==> config.mk <==
export PLATFORM = sky130hd
export DESIGN_NAME = word_fifo_flat
export DESIGN_NICKNAME = d
export VERILOG_FILES = /design/src/rtl/word_fifo_if.sv /design/src/rtl/word_fifo.sv /design/src/flat_wrapper.sv
export SDC_FILE = /design/constraint.sdc
export NUM_CORES = 1
export LEC_CHECK = 0
export BUFFER_PORTS_ARGS = -buffer_cell sky130_fd_sc_hd__buf_2
export CAP_MARGIN = 20
export CORE_ASPECT_RATIO = 0.6
export CORE_MARGIN = 1
export CORE_UTILIZATION = 60
export CTS_BUF_LIST = sky130_fd_sc_hd__clkbuf_16
export DETAILED_ROUTE_END_ITERATION = 12
export PLACE_DENSITY = 0.83
export SLEW_MARGIN = 20
export SYNTH_ARGS = -nofsm -noshare
export SYNTH_HDL_FRONTEND = slang
export SYNTH_SLANG_ARGS = --single-unit
export TNS_END_PERCENT = 10
==> constraint.sdc <==
create_clock -name clk -period 5.9 [get_ports clk]
set_input_delay 0.59 -clock clk [delete_from_list [all_inputs] [get_ports clk]]
set_output_delay 0.59 -clock clk [all_outputs]
set_load 0.05 [all_outputs]
==> src/rtl/word_fifo_if.sv <==
// Producer/consumer bundle for word_fifo: write strobe/data in, FWFT read data and status out.
// Pure wiring; no state, no latency.
interface word_fifo_if #(
    parameter int WIDTH = 16,
    parameter int CW    = 3
);
    logic             wr_en;
    logic [WIDTH-1:0] wr_data;
    logic             full;
    logic             rd_en;
    logic [WIDTH-1:0] rd_data;
    logic             empty;
    logic [CW-1:0]    count;
    logic             ovf;
    logic             udf;

    modport master (
        output wr_en, wr_data, rd_en,
        input  full, rd_data, empty, count, ovf, udf
    );

    modport slave (
        input  wr_en, wr_data, rd_en,
        output full, rd_data, empty, count, ovf, udf
    );
endinterface

==> src/rtl/word_fifo.sv <==
// Small FWFT word FIFO: a write at edge N is visible on rd_data after edge N (1 cycle).
// Writes when full are dropped (sticky ovf) unless a pop frees the slot; pops when empty are ignored (sticky udf).
module word_fifo #(
    parameter int WIDTH = 16,
    parameter int DEPTH = 4,
    parameter int CW    = $clog2(DEPTH) + 1
) (
    input  logic        clk,
    input  logic        rst,
    word_fifo_if.slave  bus
);
    localparam int AW = $clog2(DEPTH);

    logic [WIDTH-1:0] mem_q [DEPTH];
    logic [AW-1:0]    wp_q, wp_d;
    logic [AW-1:0]    rp_q, rp_d;
    logic [CW-1:0]    count_q, count_d;
    logic             ovf_q, ovf_d;
    logic             udf_q, udf_d;

    logic full;
    logic empty;
    logic wr_ok;
    logic rd_ok;

    assign full  = (count_q == CW'(DEPTH));
    assign empty = (count_q == '0);

    // A pop on the same edge frees a slot, so a write at full is still accepted.
    assign wr_ok = bus.wr_en & (~full | bus.rd_en);
    assign rd_ok = bus.rd_en & ~empty;

    always_comb begin
        wp_d    = wp_q;
        rp_d    = rp_q;
        count_d = count_q;
        ovf_d   = ovf_q | (bus.wr_en & ~wr_ok);
        udf_d   = udf_q | (bus.rd_en & empty);

        if (wr_ok) begin
            wp_d = wp_q + AW'(1);
        end
        if (rd_ok) begin
            rp_d = rp_q + AW'(1);
        end
        if (wr_ok && !rd_ok) begin
            count_d = count_q + CW'(1);
        end else if (rd_ok && !wr_ok) begin
            count_d = count_q - CW'(1);
        end
    end

    always_ff @(posedge clk or negedge rst) begin
        if (!rst) begin
            wp_q    <= '0;
            rp_q    <= '0;
            count_q <= '0;
            ovf_q   <= 1'b0;
            udf_q   <= 1'b0;
        end else begin
            wp_q    <= wp_d;
            rp_q    <= rp_d;
            count_q <= count_d;
            ovf_q   <= ovf_d;
            udf_q   <= udf_d;
        end
    end

    // Storage is not reset; it is masked by empty until written.
    always_ff @(posedge clk) begin
        if (wr_ok) begin
            mem_q[wp_q] <= bus.wr_data;
        end
    end

    assign bus.full    = full;
    assign bus.empty   = empty;
    assign bus.count   = count_q;
    assign bus.ovf     = ovf_q;
    assign bus.udf     = udf_q;
    assign bus.rd_data = empty ? '0 : mem_q[rp_q];
endmodule

==> src/flat_wrapper.sv <==
// flat-port wrapper written by rule: the top's interface ports become plain ports
module word_fifo_flat 
#(
    parameter int WIDTH = 16,
    parameter int DEPTH = 4,
    parameter int CW    = $clog2(DEPTH) + 1
)
  (clk, rst, bus_wr_en, bus_wr_data, bus_rd_en, bus_full, bus_rd_data, bus_empty, bus_count, bus_ovf, bus_udf);
  word_fifo_if #(.WIDTH(WIDTH), .CW(CW)) bus_i ();
  input  logic clk;
  input  logic rst;
  input wire logic [$bits(bus_i.wr_en)-1:0] bus_wr_en;
  input wire logic [$bits(bus_i.wr_data)-1:0] bus_wr_data;
  input wire logic [$bits(bus_i.rd_en)-1:0] bus_rd_en;
  output wire logic [$bits(bus_i.full)-1:0] bus_full;
  output wire logic [$bits(bus_i.rd_data)-1:0] bus_rd_data;
  output wire logic [$bits(bus_i.empty)-1:0] bus_empty;
  output wire logic [$bits(bus_i.count)-1:0] bus_count;
  output wire logic [$bits(bus_i.ovf)-1:0] bus_ovf;
  output wire logic [$bits(bus_i.udf)-1:0] bus_udf;
  assign bus_i.wr_en = bus_wr_en;
  assign bus_i.wr_data = bus_wr_data;
  assign bus_i.rd_en = bus_rd_en;
  assign bus_full = bus_i.full;
  assign bus_rd_data = bus_i.rd_data;
  assign bus_empty = bus_i.empty;
  assign bus_count = bus_i.count;
  assign bus_ovf = bus_i.ovf;
  assign bus_udf = bus_i.udf;
  word_fifo #(.WIDTH(WIDTH), .DEPTH(DEPTH), .CW(CW)) u_core (.clk(clk), .rst(rst), .bus(bus_i));
endmodule
==> results.toml <==
[final_layout]
area_growth_pct = 19.8
insertedDiodeCount = 0
finalNetCount = 216
layout-drive-gt1-share_pct = 36.4

[drt]
drc_errors = 0
first_pass_iters = 4
ant_nets = 0
drtIter0Drc = 101
wl_per_cell_um = 20.9
finalWirelength_um = 5390
via_per_inst = 5.78
vias = 1491

[timing]
setup_viol = 0
maxSlewViolCount = 0
grt_setup_unrepaired = "false"
worstMarginPinSlew_ns = 1.02
slew_headroom_pct = 32.0
hold_viol_final = 0
skew_ns = 0.00275
fin_crit_ns = 2.95
fin_crit_sh_pct = 50.1
final.setup.tns_ns = 0
clock.fmax_mhz = 339

[cts]
clkLatencyLatePin_ns = 0.32
holdBufCountCts = 0
clock_sinks = 73
cts.clk_slew.worst_paths_ns = 0.06
cts_tree = "yes"
ctsResizeCount = 0
numCtsBuffers = 9
cts_setup_buffers = 0
htreeDepth = 3
clk_path_buf_depth = 2
clock-root-buffer = "clkbuf_16"

[logic_synthesis]
ys_seq_elements = 73
synth_nets = 168
syn_area_per_cell_sq_um = 20.8
synthTopCellsByCount = "edfxtp_1 (64), nor2b_1 (15), dfrtp_1 (9)"
postSynth.asyncResetShare_pct = 12.3
synthFlopType = "edfxtp_1"
syn_area_sq_um = 2960
synth.area.top_cells = "edfxtp_1 (65%), dfrtp_1 (7.6%), mux4_1 (7.1%), mux4_2 (6.1%), nor2b_1 (3.2%)"
synthCells = 142
yosys_warnings = 0
yosysSeqAreaShare_pct = 72.6
synth_edf_count = 64
yosys.area.top_type = "edfxtp_1"
yosysMostFrequentCell = "edfxtp_1"
synth_cell_type_count = 27
synth_top_area_share_pct = 65.0

[critical_path]
worst-r2r-cell-count = 8
r2r_end = "u_core.bus.count[2]$_DFFE_PN0P_"
cp_cell_sequence = "mux4_1 -> nor2b_1 -> buf_2"
reg2reg_slack_ns = 3.68
cp_slowest_stage_delay_ns = 1.01
critPathCaptureType = "primary output"
arrival_ns = 2.36
crit_fanout = 18
required_ns = 5.31
critical_path_class = "reg -> out"
cpMaxStageDelayCell = "dfrtp_1"
timing.rr.start = "u_core.bus.count[2]$_DFFE_PN0P_"
critPathLaunchType = "flip-flop"

[global_routing]
track_usage_pct = 23.7
grt_max_degree = 20
antenna_found_initial = 0
grt_pass1_wl_um = 8440
overflow = 0
grt_pass1_vias = 1551

[die]
core_area_sq_um = 4660
dieHeight_um = 56.4
dieArea_sq_um = 5220
die_w_um = 92.6
initial_core_util_pct = 63.5
std_cell_rows = 19
io_pins = 43

[placement]
hpwl_um = 3100
gp_congestion = 0.696
io_buffer_count = 42

[worst_hold_path]
hold_class = "in -> async"

[run_status]
outcome = "complete, no violations"

[run]
drv_cap = 0
==> area by class of cell <==
class	instances	area [sq um]
timing repair buffer	43	218
tap	63	78.8
sequential	73	2150
clock buffer	9	225
inverter	4	15.0
clock inverter	7	110
fill	274	1120
multi-input combinational	59	748
==> sequential cells by signal (all words and copies together), names as in the netlist <==
| signal | cells |
|---|---|
| u_core.rp_q | 2 |
| u_core.bus.count | 3 |
| u_core.mem_q | 64 |
| u_core.bus.udf | 1 |
| u_core.wp_q | 2 |
| u_core.bus.ovf | 1 |
==> placed cells by master, fill, tap and decap left out, drive strengths merged <==
cell type,n
a31o,1
xor2,3
ha,5
nor3b,1
edfxtp,64
clkbuf,9
fa,1
and2,4
nor2b,16
a21o,1
dfrtp,9
mux4,16
nand2,1
a21boi,1
buf,43
nor2,2
inv,5
clkinv,2
nor3,1
nand2b,1
bufinv,3
xnor2,3
clkinvlp,1
mux2,2
==> stage by stage <==
stage / setup slack (ns) / util, % / std cells / instance area, sq um / hold slack, ns
2_1_floorplan: 3.11 / - / 142 / 2960 / 0.294
3_3_place_gp: 3.32 / 68.8 / 242 / 3210 / 0.437
3_5_place_dp: 3.25 / 68.8 / 242 / 3210 / 0.448
4_1_cts: 2.92 / 76.0 / 258 / 3540 / 0.105
5_1_grt: 2.81 / 76.0 / 258 / 3540 / 0.109
6_report: 2.95 / 76.0 / 258 / 3540 / 0.113
==> worst max-delay path by stage <==
| stage | from | to | depth (start not counted) |
|---|---|---|---|
| finish | u_core.rp_q[0]$_DFFE_PN0P_ | bus_rd_data[4] | 3 |
| global route | u_core.rp_q[0]$_DFFE_PN0P_ | bus_rd_data[4] | 3 |
| CTS | u_core.rp_q[0]$_DFFE_PN0P_ | bus_rd_data[6] | 3 |
| detailed placement | u_core.rp_q[0]$_DFFE_PN0P_ | bus_rd_data[6] | 3 |
| global placement | u_core.rp_q[0]$_DFFE_PN0P_ | bus_rd_data[6] | 3 |
| floorplan | u_core.bus.count[2]$_DFFE_PN0P_ | u_core.bus.count[1]$_DFFE_PN0P_ | 6 |
==> logic make-up after synthesis <==
kind of cell    count (synthesis)  share of synthesized area (%)
flops                          73                           72.6
simple gates                   26                           5.67
mux                            18                           14.0
buf+inv                        10                           2.28
xor+xnor                        6                           1.78
fa+ha+maj                       6                           2.79
compound gates                  3                          0.931
==> routing by layer <==
layer | track usage [%] | up-vias | part of all wire [%]
met5 | 0 | - | 0
met4 | 8.79 | 0 | 1.2
met3 | 8.67 | 7 | 7.2
met2 | 37.9 | 68 | 50
met1 | 30.2 | 765 | 42
li1 | - | 651 | -
==> worst max-delay path, delay by kind of cell (launching register included) <==
family	cells	cell delay, ns
and+or+nand+nor	1	0.14
buffers and inverters	1	0.21
DFF	1	1.01
muxes	1	0.67
Power is not shown: default switching activity piles up to over one toggle a cycle in this logic, so the estimate is an artifact.
